$ cat config.mk
export PLATFORM = sky130hd
export DESIGN_NAME = tdc_readout_arbiter
export DESIGN_NICKNAME = d
export VERILOG_FILES = /design/src/rtl/tdc_readout_arbiter.sv
export SDC_FILE = /design/constraint.sdc
export NUM_CORES = 1
export LEC_CHECK = 0
export CAP_MARGIN = 20
export CORE_AREA = 2 2 75 77
export CTS_CLUSTER_DIAMETER = 100
export DETAILED_ROUTE_END_ITERATION = 16
export DIE_AREA = 0 0 77 79
export PLACE_DENSITY = 0.74
export SETUP_SLACK_MARGIN = 0.4
export SYNTH_ARGS = -nofsm -noshare
export SYNTH_HDL_FRONTEND = slang
export SYNTH_SLANG_ARGS = --single-unit
export TNS_END_PERCENT = 50
$ cat constraint.sdc
create_clock -name SYSCLK -period 1.78 [get_ports SYSCLK]
set_input_delay 0.356 -clock SYSCLK [delete_from_list [all_inputs] [get_ports SYSCLK]]
set_output_delay 0.356 -clock SYSCLK [all_outputs]
set_load 0.01 [all_outputs]
$ cat src/rtl/tdc_readout_arbiter.sv
// Round-robin readout arbiter: pulls one byte at a time from NCH TDC hit FIFOs
// and emits tagged {ch, seq, data} words over a valid/ready handshake.
//
// state | meaning
// IDLE  | no transaction in flight, waiting for an enabled pending channel
// RD    | read strobe to the granted channel's FIFO
// LAT   | FIFO data returns; output word captured on the exit edge
// OUT   | word presented, held until the sink accepts it
module tdc_readout_arbiter #(
    parameter int NCH = 4
) (
    input  logic             SYSCLK,
    input  logic             RESET_N,
    input  logic [NCH-1:0]   fifo_data_available,
    output logic [NCH-1:0]   read_fifo,
    input  logic [8*NCH-1:0] fifo_dout,
    input  logic [NCH-1:0]   enable_mask,
    output logic [15:0]      out_data,
    output logic             out_valid,
    input  logic             out_ready,
    output logic             busy,
    output logic [15:0]      word_count
);

    localparam int IW = $clog2(NCH);

    typedef enum logic [1:0] {IDLE, RD, LAT, OUT} state_t;

    state_t        state_q, state_d;
    logic [IW-1:0] g_q, g_d;
    logic [IW-1:0] last_grant_q, last_grant_d;
    logic [4:0]    seq_q, seq_d;
    logic [15:0]   word_count_q, word_count_d;
    logic [15:0]   out_data_q, out_data_d;

    logic [NCH-1:0] req;
    logic           grant_found;
    logic [IW-1:0]  grant_idx;
    logic [7:0]     sel_byte;

    assign req = fifo_data_available & enable_mask;

    // Search starts one past the last grant so every requester is served in turn.
    always_comb begin
        logic [IW-1:0] cand;
        grant_found = 1'b0;
        grant_idx   = '0;
        for (int k = 1; k <= NCH; k++) begin
            cand = IW'((int'(last_grant_q) + k) % NCH);
            if (!grant_found && req[cand]) begin
                grant_found = 1'b1;
                grant_idx   = cand;
            end
        end
    end

    always_comb begin
        sel_byte = '0;
        for (int i = 0; i < NCH; i++) begin
            if (g_q == IW'(i)) sel_byte = fifo_dout[8*i +: 8];
        end
    end

    always_ff @(posedge SYSCLK or negedge RESET_N) begin
        if (!RESET_N) begin
            state_q      <= IDLE;
            g_q          <= '0;
            last_grant_q <= IW'(NCH - 1);
            seq_q        <= '0;
            word_count_q <= '0;
            out_data_q   <= '0;
        end else begin
            state_q      <= state_d;
            g_q          <= g_d;
            last_grant_q <= last_grant_d;
            seq_q        <= seq_d;
            word_count_q <= word_count_d;
            out_data_q   <= out_data_d;
        end
    end

    always_comb begin
        state_d      = state_q;
        g_d          = g_q;
        last_grant_d = last_grant_q;
        seq_d        = seq_q;
        word_count_d = word_count_q;
        out_data_d   = out_data_q;
        case (state_q)
            IDLE: begin
                if (grant_found) begin
                    state_d      = RD;
                    g_d          = grant_idx;
                    last_grant_d = grant_idx;
                end
            end
            RD:  state_d = LAT;
            LAT: begin
                state_d    = OUT;
                out_data_d = {3'(g_q), seq_q, sel_byte};
            end
            OUT: begin
                if (out_ready) begin
                    seq_d = seq_q + 5'd1;
                    if (word_count_q != 16'hFFFF) word_count_d = word_count_q + 16'd1;
                    // Back-to-back grant skips IDLE to sustain one word per three cycles.
                    if (grant_found) begin
                        state_d      = RD;
                        g_d          = grant_idx;
                        last_grant_d = grant_idx;
                    end else begin
                        state_d = IDLE;
                    end
                end
            end
            default: state_d = IDLE;
        endcase
    end

    always_comb begin
        read_fifo = '0;
        if (state_q == RD) read_fifo[g_q] = 1'b1;
        out_valid  = (state_q == OUT);
        busy       = (state_q != IDLE);
        out_data   = out_data_q;
        word_count = word_count_q;
    end

endmodule
After elaboration in Yosys (flattened, before gate mapping). Cells that the tools add are included.

Multiplexer cells: 33. Eq/ne operators: 9. Add/subtract/negate cells: 6. Reductions and logical operators: 15. Order comparisons: 6. Bitwise gates (word level): 1.

Operator list (number): $mux 8 (4); $mux 2 (10); $add 16x1->16 const B (1); $ne 16x16->1 const B (1); $lt 2x3->1 const B (5); $mux 1 (10); $bmux 1 s2 (4); $eq 2x2->1 const B (4); $pmux 2 s2 (2); $pmux 2 s4 (1); $reduce_and 2->1 (3); $add 5x1->5 const B (1); $add 2x1->2 const B (2); $add 2x2->2 const B (2); $and 4x4->4 (1); $eq 2x1->1 const B (2); $logic_and 1x1->1 (4); $logic_not 2->1 (2); $mux 4 (1); $reduce_bool 2->1 (2); $logic_not 1->1 (3); $reduce_and 3->1 (1); $demux 1 s2 (1); $ge 2x1->1 const B (1); 2 further kinds (2).

Flip-flop bits (word level): 42. Input port bits: 43. Output and inout bits: 38.

Logic depth before layout (Yosys ltp).
Word-level depth: 16. Gate-level depth with buffers: 6. Depth with buffers taken out: 6.

Worst setup path after synthesis. OpenSTA, ideal clock, no wires.

Path type: register -> register. Start point: reg state_q[0]. End point: reg word_count_q[8], in the netlist word_count[8]. Slack: 0.107 ns. Path buffers: 0. Arrival time: 1.594 ns. Stages on the path, launching flop included: 6. Required time: 1.701 ns. Cells stage by stage: dfrtp_1 -> ha_1 -> nand2_2 -> or3_4 -> a211oi_2 -> xor2_1.

Longest elaborated chain between the ends: 2.

RTL lines: from (decl) (line 29) `state_t state_q, state_d;`; from (signal assigned) (line 73) `state_q <= state_d;`; $eq 2x2->1; via out_valid (line 19) `output logic out_valid,`; $reduce_and 3->1 (no source line); to (signal assigned) (line 77) `word_count_q <= word_count_d;`; to (decl) (line 33) `logic [15:0] word_count_q, word_count_d;`.

The timed path passes the listed nets, and every way through them passes these cells. A chain may end at the register's enable or synchronous reset.

Final worst setup path.
Start point: reg state_q[0]. End point: reg word_count_q[8], in the netlist word_count[8].

Longest elaborated chain between the ends: 2.

RTL lines: $eq 2x2->1 (line 89) `case (state_q)`; $reduce_and 3->1 (no source line).

Every way passes these cells.

==> metrics.txt <==
Crit Path Class=flop to flop; simple-gate share of the synthesized area=between 10% and 20%; share of layout cells above drive strength 1=43.2%; final core occ=72.9%; Clock Latency Late Sink=290 ps; Synth Area in Compound Gates=8.51%; CP max-delay cell=dfrtp_2; Pre-antenna DRT Iters=4; CTS max path bufs=2; routed len/inst=about 16 µm; Die X=between 70 and 80 µm; post-synth top area cell=dfrtp_1; clock share of power=between 10% and 20%; PnR Total Power=0.00521 W; io pins=81; Cell Int Power=0.00343 W; Post-synth EDFFs=0; grt peak-use layer=met2; setup ws final=around 160 ps; Global Route met2 Usage=40.2%; final hold vios=0; cell count after synthesis=198; # fillers=392; DR vias/cell=roughly 5.2; DRT Wirelength=6260 µm; max-cap viol count=0; Clock transition at path regs=80 ps; clk_skew=7.19 ps; PwrDens=1340 mW/mm²; worst path required time=about 2000 ps; area grow syn2layout=68.7%; reg2reg path depth=6; Initial Utilization=43.2%; sequential fraction of the synthesis area=45.7%; post-synthesis cell area=0.00231 mm²; DRC errors left=0; GRT Residual Overflow=0; crit path cell chain=buf_6 -> ha_4 -> nand2_4 -> or3_4 -> a211oi_4 -> xor2_1; dominant synthesized flop cell=dfrtp_1; Peak Freq=618 MHz; max-slew violation count=0; Gate power share=54.1%; met1 GRT Util=26.3%; Synth Area per Inst=11.7 µm²; H-tree depth=2; Die ar.=slightly above 0.006 mm²; post-DP HPWL=4340 µm; Placeable Area=between 0.005 and 0.006 mm²; Seq pwr share=between 30% and 40%; Synthesis Warnings=0; # clock sinks=42; mux share of post-synthesis cell area=17.6%; Post-Syn Nets=about 250; vias in the first global route=2175; CTS root buf=clkbuf_8; diodes inserted=0; GRT Overall Usage=21.8%; Layout Nets=371; row count=27; Hold WC Path Type=primary input to asynchronous set/reset pin; Port Buffer Count=79; Synth cell types=48; initial antenna violation count=0; crit share post-route=between 90% and 100%; Switch Pwr=0.00178 W; unrepaired setup endpoints after global routing=yes; post-route ant nets=0; ys async rst share=100%; pin count of the biggest net entering global routing=18; initial drt markers=67; Die Y-Extent=79 µm; final setup vio count=0; pre-CTS setup slack=-80.4 ps; area share of the largest cell type after synthesis=between 40% and 50%; DR vias=2068; Crit Path Max Fanout=7; Post-Synth Adder-Cell Area=under 10%; Lkg Pwr=1.82 nW; Synth Register Bits=42; placer congestion estimate=between 0.8 and 0.9; CTS tree=built; critical path's largest stage delay=430 ps; CTS buffer count=5; status=finished, final reports clean; CP endpoint kind=flop; ranking of synthesized cells by area=dfrtp_1 43%, mux2_2 9.3%, mux4_2 7.8%; xor-xnor portion of the synthesized cell area=4.18%; fin cells=approximately 390; min Tclk post-route=about 1600 ps; type of origin of the critical path=flop; global-route wire length before repair=10500 µm; met3 Use GR=3.75%; Worst VDD drop=0.000905 V; placed cells=362; Net Sw Frac=approximately 34%; crit path DAT=1830 ps; largest family of logic cells by synthesized area=simple AND/OR/NAND/NOR gates
critical path: cells and delay by family (launching register included):
kind / cells / cell delay [ps]
buffers and inverters: 1 / 120
adder cells (fa/ha/maj): 1 / 180
AND/OR/NAND/NOR: 2 / 480
flip-flops: 1 / 430
AO/OA/AOI/OAI: 1 / 180
XOR/XNOR: 1 / 160
cell usage in the layout (no fill, tap or decap), types with 3 or more instances in the layout:
master / count
nand4_1: 7
nand2_1: 20
dfrtp_1: 23
ha_4: 4
xnor2_1: 7
clkbuf_8: 5
mux4_2: 8
nand4_4: 3
ha_1: 3
nand3b_1: 3
dfrtp_2: 17
mux2_4: 7
and3_1: 3
clkdlybuf4s15_1: 8
buf_4: 30
a31oi_1: 4
inv_2: 4
nor2_4: 4
dlygate4sd2_1: 9
buf_6: 13
buf_2: 4
clkdlybuf4s50_1: 46
dlymetal6s2s_1: 9
a21oi_1: 3
mux2_2: 13
xor2_1: 4
nor2_1: 10
sequential cells by signal, summed over array words and instances (netlist names):
signal        cells
g_q               2
last_grant_q      2
out_data         15
seq_q             5
state_q           2
word_count       16
power groups by stage:
stage | Sequential [W] | Combinational, W | Clock [W]
2_1_floorplan | 0.00172 | 0.00125 | 0
3_3_place_gp | 0.00165 | 0.00230 | 0
3_5_place_dp | 0.00167 | 0.00235 | 0
4_1_cts | 0.00164 | 0.00266 | 0.000759
5_1_grt | 0.00170 | 0.00307 | 0.000799
6_report | 0.00165 | 0.00282 | 0.000741
layer usage:
layer	wire (µm)	up-vias
li1	-	973
met1	2610	1031
met2	3360	56
met3	197	8
met4	88	0
met5	0	-
per-stage QoR:
stage               TNS, ps  area, µm²  hold WS [ps]
detailed placement     -442       3400           243
global placement       -204       3400           240
floorplan                 0       2420          60.4
finish                    0       3890           475
CTS                       0       3730           459
global route              0       3890           495
final cells by class:
cell class / instances / area [µm²] / area share [%]
clock buffers: 5 / 68.8 / 1.77
clock inverters: 3 / 40.0 / 1.03
inverters: 6 / 22.5 / 0.579
multi-input cells: 144 / 1430 / 36.7
flip-flops and latches: 42 / 1070 / 27.6
well taps: 72 / 90.1 / 2.31
repair buffers: 122 / 1170 / 30.0
worst paths after layout:
check / from / end / slack, ps
setup / recovery: state_q[0]$_DFFE_PN0P_ / word_count[8]$_DFFE_PN0P_ / 160
hold / removal: RESET_N / word_count[4]$_DFFE_PN0P_ / 480
setup reg to reg: state_q[0]$_DFFE_PN0P_ / word_count[8]$_DFFE_PN0P_ / 160
hold reg to reg: last_grant_q[1]$_DFFE_PN1P_ / last_grant_q[1]$_DFFE_PN1P_ / 500
max in group asynchronous: RESET_N / last_grant_q[0]$_DFFE_PN1P_ / 750
min in group SYSCLK: last_grant_q[1]$_DFFE_PN1P_ / last_grant_q[1]$_DFFE_PN1P_ / 500
synthesized netlist by cell type (all sizes together) (3+ instances only):
cell    instances
dfrtp          40
nand2          22
mux2           20
nor2           15
nand4          10
mux4            8
ha              7
xnor2           7
a21oi           6
inv             6
a31oi           4
and3            4
buf             4
xor2            4
nand3           3
nand3b          3
nor4            3
timing repair:
action | CTS | global route
buffers inserted | 19 | 4
resized for setup | 80 | 32
hold buffers | 1 | 0
hold endpoints to repair | 10 | 0
pin swaps | 7 | 19
setup endpoints to repair | 73 | 68
logic make-up after synthesis:
kind of cell,Yosys count
compound gates,27
other cells,1
fa+ha+maj,7
xor+xnor,11
simple gates,70
flops,42
mux,28
buf+inv,12
(Power assumes the default switching activity.)
